==> config.mk <==
export PLATFORM = sky130hd
export DESIGN_NAME = clean_row_scheduler
export DESIGN_NICKNAME = d
export VERILOG_FILES = /design/src/rtl/clean_row_scheduler.sv
export SDC_FILE = /design/constraint.sdc
export NUM_CORES = 2
export LEC_CHECK = 0
export ABC_AREA = 0
export ABC_CLOCK_PERIOD_IN_PS = 2400
export CAP_MARGIN = 20
export CORE_AREA = 2 2 753 755
export DETAILED_ROUTE_END_ITERATION = 10
export DIE_AREA = 0 0 755 757
export DONT_BUFFER_PORTS = 1
export PLACE_DENSITY = 0.3
export SLEW_MARGIN = 20
export SYNTH_ARGS = -nofsm -noshare
export SYNTH_HDL_FRONTEND = slang
export SYNTH_SLANG_ARGS = --single-unit
==> constraint.sdc <==
create_clock -name clk_in -period 2.4 [get_ports clk_in]
set_input_delay 0.48 -clock clk_in [delete_from_list [all_inputs] [get_ports clk_in]]
set_output_delay 0.48 -clock clk_in [all_outputs]
set_load 0.01 [all_outputs]
==> src/rtl/clean_row_scheduler.sv <==
`default_nettype none
// ============================================================================
// Module   : clean_row_scheduler
// Function : Frame-level sequencer that pushes every row of the frame buffer
//            through the row cleaner and writes the cleaned rows back.
//            Build macro CLEAN_TIMEOUT_EN adds a per-row WAIT timeout that
//            passes the raw row through and raises a sticky timeout_err.
// Revision : 1.0  initial release
// ============================================================================
module clean_row_scheduler #(
    parameter int WIDTH   = 480,
    parameter int HEIGHT  = 320,
    parameter int ADDR_W  = 9,
    parameter int RD_LAT  = 2,
    parameter int TIMEOUT = 2047
) (
    input  logic              clk_in,
    input  logic              rst_in,
    input  logic              start_frame,
    output logic              rd_en,
    output logic [ADDR_W-1:0] rd_addr,
    input  logic [WIDTH-1:0]  rd_data,
    output logic              cleaner_rst,
    output logic              start_cleaning,
    output logic [WIDTH-1:0]  pattern_out,
    input  logic              cleaner_valid,
    input  logic [WIDTH-1:0]  cleaner_pattern,
    output logic              wr_en,
    output logic [ADDR_W-1:0] wr_addr,
    output logic [WIDTH-1:0]  wr_data,
    output logic              busy,
    output logic              frame_done,
    output logic              timeout_err
);

    if (RD_LAT < 1 || RD_LAT > 7 || HEIGHT < 1 || (1 << ADDR_W) < HEIGHT || TIMEOUT < 1)
    begin : g_param_check
        $error("clean_row_scheduler: illegal parameter combination");
    end

    typedef enum logic [2:0] {
        S_IDLE  = 3'd0,
        S_READ  = 3'd1,
        S_LOAD  = 3'd2,
        S_CRST  = 3'd3,
        S_START = 3'd4,
        S_WAIT  = 3'd5,
        S_WRITE = 3'd6,
        S_NEXT  = 3'd7
    } state_t;

    localparam logic [2:0]        LAT_LAST = 3'(RD_LAT - 1);
    localparam logic [ADDR_W-1:0] ROW_LAST = ADDR_W'(HEIGHT - 1);

    state_t            state_q, state_d;
    logic [ADDR_W-1:0] row_q, row_d;
    logic [2:0]        lat_q, lat_d;
    logic              rst_pend_q;
    logic              rd_en_q, rd_en_d;
    logic [ADDR_W-1:0] rd_addr_q, rd_addr_d;
    logic              crst_q, crst_d;
    logic              start_q, start_d;
    logic [WIDTH-1:0]  pattern_q, pattern_d;
    logic              wr_en_q, wr_en_d;
    logic [ADDR_W-1:0] wr_addr_q, wr_addr_d;
    logic [WIDTH-1:0]  wr_data_q, wr_data_d;
    logic              busy_q, busy_d;
    logic              done_q, done_d;

`ifdef CLEAN_TIMEOUT_EN
    localparam int              TMO_W    = $clog2(TIMEOUT + 1);
    localparam logic [TMO_W-1:0] TMO_LAST = TMO_W'(TIMEOUT - 1);

    logic [TMO_W-1:0] tmo_cnt_q, tmo_cnt_d;
    logic             tmo_err_q, tmo_err_d;
`endif

    // Outputs are computed for the state being entered, so every strobe is
    // registered and lines up with the cycle its state is occupied.
    always_comb begin
        state_d   = state_q;
        row_d     = row_q;
        lat_d     = lat_q;
        rd_en_d   = 1'b0;
        rd_addr_d = rd_addr_q;
        crst_d    = rst_pend_q;
        start_d   = 1'b0;
        pattern_d = pattern_q;
        wr_en_d   = 1'b0;
        wr_addr_d = wr_addr_q;
        wr_data_d = wr_data_q;
        busy_d    = busy_q;
        done_d    = 1'b0;
`ifdef CLEAN_TIMEOUT_EN
        tmo_cnt_d = tmo_cnt_q;
        tmo_err_d = tmo_err_q;
`endif
        case (state_q)
            S_IDLE: begin
                // The post-reset cleaner_rst cycle owns the strobe slot.
                if (start_frame && !rst_pend_q) begin
                    row_d     = '0;
                    busy_d    = 1'b1;
                    rd_en_d   = 1'b1;
                    rd_addr_d = '0;
                    state_d   = S_READ;
`ifdef CLEAN_TIMEOUT_EN
                    tmo_err_d = 1'b0;
`endif
                end
            end
            S_READ: begin
                lat_d   = '0;
                state_d = S_LOAD;
            end
            S_LOAD: begin
                if (lat_q == LAT_LAST) begin
                    pattern_d = rd_data;
                    crst_d    = 1'b1;
                    state_d   = S_CRST;
                end else begin
                    lat_d = lat_q + 3'd1;
                end
            end
            S_CRST: begin
                start_d = 1'b1;
                state_d = S_START;
            end
            S_START: begin
                state_d = S_WAIT;
`ifdef CLEAN_TIMEOUT_EN
                tmo_cnt_d = '0;
`endif
            end
            S_WAIT: begin
                if (cleaner_valid) begin
                    wr_data_d = cleaner_pattern;
                    wr_en_d   = 1'b1;
                    wr_addr_d = row_q;
                    state_d   = S_WRITE;
                end
`ifdef CLEAN_TIMEOUT_EN
                else if (tmo_cnt_q == TMO_LAST) begin
                    wr_data_d = pattern_q;
                    tmo_err_d = 1'b1;
                    wr_en_d   = 1'b1;
                    wr_addr_d = row_q;
                    state_d   = S_WRITE;
                end else begin
                    tmo_cnt_d = tmo_cnt_q + 1'b1;
                end
`endif
            end
            S_WRITE: begin
                if (row_q == ROW_LAST) begin
                    done_d = 1'b1;
                    busy_d = 1'b0;
                end
                state_d = S_NEXT;
            end
            S_NEXT: begin
                if (row_q == ROW_LAST) begin
                    state_d = S_IDLE;
                end else begin
                    row_d     = row_q + 1'b1;
                    rd_en_d   = 1'b1;
                    rd_addr_d = row_q + 1'b1;
                    state_d   = S_READ;
                end
            end
            default: state_d = S_IDLE;
        endcase
    end

    always_ff @(posedge clk_in) begin
        if (rst_in) begin
            state_q    <= S_IDLE;
            row_q      <= '0;
            lat_q      <= '0;
            rst_pend_q <= 1'b1;
            rd_en_q    <= 1'b0;
            rd_addr_q  <= '0;
            crst_q     <= 1'b0;
            start_q    <= 1'b0;
            pattern_q  <= '0;
            wr_en_q    <= 1'b0;
            wr_addr_q  <= '0;
            wr_data_q  <= '0;
            busy_q     <= 1'b0;
            done_q     <= 1'b0;
        end else begin
            state_q    <= state_d;
            row_q      <= row_d;
            lat_q      <= lat_d;
            rst_pend_q <= 1'b0;
            rd_en_q    <= rd_en_d;
            rd_addr_q  <= rd_addr_d;
            crst_q     <= crst_d;
            start_q    <= start_d;
            pattern_q  <= pattern_d;
            wr_en_q    <= wr_en_d;
            wr_addr_q  <= wr_addr_d;
            wr_data_q  <= wr_data_d;
            busy_q     <= busy_d;
            done_q     <= done_d;
        end
    end

`ifdef CLEAN_TIMEOUT_EN
    always_ff @(posedge clk_in) begin
        if (rst_in) begin
            tmo_cnt_q <= '0;
            tmo_err_q <= 1'b0;
        end else begin
            tmo_cnt_q <= tmo_cnt_d;
            tmo_err_q <= tmo_err_d;
        end
    end

    assign timeout_err = tmo_err_q;
`else
    assign timeout_err = 1'b0;
`endif

    assign rd_en          = rd_en_q;
    assign rd_addr        = rd_addr_q;
    assign cleaner_rst    = crst_q;
    assign start_cleaning = start_q;
    assign pattern_out    = pattern_q;
    assign wr_en          = wr_en_q;
    assign wr_addr        = wr_addr_q;
    assign wr_data        = wr_data_q;
    assign busy           = busy_q;
    assign frame_done     = done_q;

endmodule
`default_nettype wire

==> out/results.txt <==
Register area share after synthesis -> 58.1%
Layout Cells excl Fill -> 13084
Layout area overhead -> 73.7%
Initial antenna violation count -> 418
DR vias -> 37247
Synth warn -> 0
Die ar. -> 572000 um2
Final hold vios -> 0
Max-cap violations -> 0
GR Overflow Total -> 0
Die W -> 755 um
First-pass GRT wire length -> 502000 um
Clock skew -> 0.0686 ns
RR Startpoint -> state_q[0]$_SDFFE_PP0P_
Hold EP -> wr_data[153]$_SDFFE_PP0P_
Clock buffer depth -> 4
Htree depth -> 4
Comb pwr share -> 6.3%
Ports -> 1949
Share of layout cells above drive strength 1 -> 8.35%
Power Density -> 732 nW/um2
R2R depth -> 6
Syn Nets -> 5294
Nets -> 6293
Crit path arrival time -> 3.12 ns
Fmax achieved -> 0.424 GHz
Sequential share of power -> 38.7%
DRT antenna net count -> 0
Post-synth EDFFs -> 0
Main flop type after synthesis -> dfxtp_1
Worst-path cell chain -> buf_4 -> nand2b_1 -> nor3_4 -> buf_12 -> nand2_1 -> a21oi_1
Placed cells -> 11705
Routed wire length -> 424000 um
Outcome -> completed
Asr flop ratio synth -> 0%
RSZ-0062 raised after global routing -> no
Final setup viols -> 0
Slew headroom -> 19.0%
DP Wirelength -> 367000 um
CP delay by family, top -> simple AND/OR/NAND/NOR gates
Slew Viols, Final -> 0
Syn avg cell area -> 7.89 um2
Number of global-route vias before repair -> 36633
Tot GR Track Use -> 14.1%
Gate Count Post-Synth -> 4327
Final period utilization -> 98.4%
Total internal power -> 31.7 mW
Core area -> 563000 um2
DIE HEIGHT -> 757 um
Crit-path max FO -> 58
Worst hold path class -> in2reg
Slew @ Worst Pin -> 1.22 ns
Syn Std Cell Area -> 34100 um2
DRT Pass-1 Iters -> 5
Post-DP Area -> 44100 um2
CP Data Required Time -> 3.15 ns
WL/cell -> 32.4 um
Root buffer cell -> clkbuf_16
Most frequent cell after synthesis -> nand2_1
Drt via density -> 2.85
Slowest CP cell -> nand2_1
Critical Path End Type -> flip-flop
Number of CTS-inserted buffers -> 150
Clock Power Share -> 55.0%
Hold path start -> rst_in
Max incr delay on CP -> 0.42 ns
Post-Layout Inst Area -> 59300 um2
Buffers and inverters on the worst path -> 2
Crit Path Class -> reg2reg
Synth top area share -> 58.1%
Fin crit period -> 2.36 ns
TritonCTS clock tree -> built
WHS Path Cells -> 2
CP Launch Type -> flip-flop
Sw power -> 11.7 mW
Starting Density -> 6.06%
Synth top cells by count -> nand2_1, dfxtp_1, a21oi_1
Rows -> 276
Post-route DRC -> 0
Clock Sinks -> 991
Synth area leader -> dfxtp_1
Static leakage -> 17.8 nW
Unique cell type count in the Yosys netlist -> 41
Flop-to-flop setup slack -> 0.04 ns
R2R Path End -> pattern_out[146]$_SDFFE_PP0P_
Routability cong. -> 0.998
Clk slew on worst S/H paths -> 0.06 ns
Final Core Density -> 10.5%
Starting DRT DRC Count -> 2781
Sw Share -> 26.9%
Worst skew pair latency -> 0.89 ns
Worst VDD drop -> 502 uV
Number of port buffers -> 0
Post-synthesis register bit count -> 991
Dominant cells by area after synthesis -> dfxtp_1, nand2_1, a21oi_1, clkbuf_1, buf_2
Pin count of the biggest net entering global routing -> 191
worst max path at each step:
stage,from,endpoint,slack [ns],cells after the start
CTS,wr_addr[0]$_SDFFE_PP0P_,wr_addr[0],0.008,0
global route,lat_q[0]$_SDFFE_PP0P_,pattern_out[116]$_SDFFE_PP0P_,0.009,7
global placement,rst_in,pattern_out[106]$_SDFFE_PP0P_,-0.34,3
detailed placement,rst_in,pattern_out[160]$_SDFFE_PP0P_,-0.54,5
finish,state_q[0]$_SDFFE_PP0P_,pattern_out[146]$_SDFFE_PP0P_,0.04,6
floorplan,lat_q[0]$_SDFFE_PP0P_,pattern_out[236]$_SDFFE_PP0P_,0.70,9
cell families (layout without fill, tap and decap cells):
| family | Yosys count | in the layout | synth area share [%] |
|---|---|---|---|
| other | 1 | 142 | 0.0110 |
| xor gates and xnor gates | 3 | 3 | 0.0770 |
| DFF | 991 | 991 | 58.1 |
| muxes | 1 | 1 | 0.0293 |
| adders and majority gates | 3 | 3 | 0.110 |
| and+or+nand+nor | 1989 | 1989 | 22.1 |
| buffers and inverters | 335 | 1445 | 4.74 |
| AOI/OAI and AO/OA | 1004 | 1004 | 14.8 |
state kept, by name (all words and copies together) (netlist names):
signal,flops
wr_data,480
rst_pend_q,1
frame_done,1
wr_en,1
start_cleaning,1
lat_q,3
wr_addr,9
pattern_out,480
state_q,3
rd_en,1
cleaner_rst,1
busy,1
rd_addr,9
per-layer routing:
layer  vias up  wire length, um  track usage, %
met5         -              616               0
met4        94            22300            5.47
met3       966            86400            12.9
met2      2505           179000            21.5
met1     17531           136000            13.2
li1      16151                -               -
repair_timing:
action | 4_1_cts | 5_1_grt
resized for setup | 1 | 5
pin swaps | 1 | 0
hold buffers | 969 | 0
gates cloned | 0 | 1
setup endpoints to repair | 24 | 10
endpoints found under the hold margin | 965 | 0
setup buffers | 5 | 0
power by group through the flow:
stage | logic [mW] | registers [mW] | clock network (mW)
finish | 2.74 | 16.8 | 23.9
global route | 2.88 | 16.8 | 25.4
CTS | 2.85 | 16.8 | 24.9
detailed placement | 0.823 | 17.2 | 0
global placement | 0.818 | 17.2 | 0
floorplan | 0.485 | 17.0 | 0
placed cells by master, fill, tap and decap left out, types with 2 or more instances in the layout:
cell type	netlist	layout
nand2_1	1945	1943
dfxtp_1	991	987
a21oi_1	983	983
dlygate4sd3_1	0	969
buf_4	20	163
clkbuf_16	0	153
diode_2	0	141
buf_12	0	37
clkbuf_1	187	30
clkbuf_8	0	24
clkinv_2	0	22
bufinv_16	0	13
nor2_1	9	9
buf_16	0	8
o21ai_0	7	7
clkinvlp_4	0	6
nand3_1	6	5
nand2b_1	4	4
nor3_1	4	4
clkinv_4	0	4
clkinv_16	0	4
dfxtp_2	0	4
inv_1	3	3
or3_1	4	3
o31ai_1	3	3
a31oi_1	3	3
or4_1	3	3
ha_1	3	3
clkinv_8	0	3
inv_16	0	3
nand2_2	0	2
nor2b_1	3	2
nor4_1	2	2
nand4_1	2	2
xnor2_1	2	2
inv_6	0	2
final cells by class:
type / instances / area (um2)
Clock buffer: 206 / 4250
Timing Repair Buffer: 1178 / 11900
Clock inverter: 57 / 827
Fill cell: 65458 / 504000
Sequential cell: 991 / 19800
Multi-Input combinational cell: 3001 / 12700
Inverter: 4 / 15.0
Tap cell: 7506 / 9390
Antenna cell: 141 / 353
per-stage QoR:
step                      power, mW  setup slack [ns]  hold WS [ns]  setup TNS, ns
after global routing           45.0           0.00922        0.0651              0
after CTS                      44.5           0.00834       0.00589              0
after floorplan                17.5             0.701         0.442              0
after global placement         18.0            -0.342         0.452         -86.06
after detailed placement       18.0            -0.542         0.455         -60.18
final                          43.4            0.0389        0.0958              0
Power figures use the tool's default switching activity.
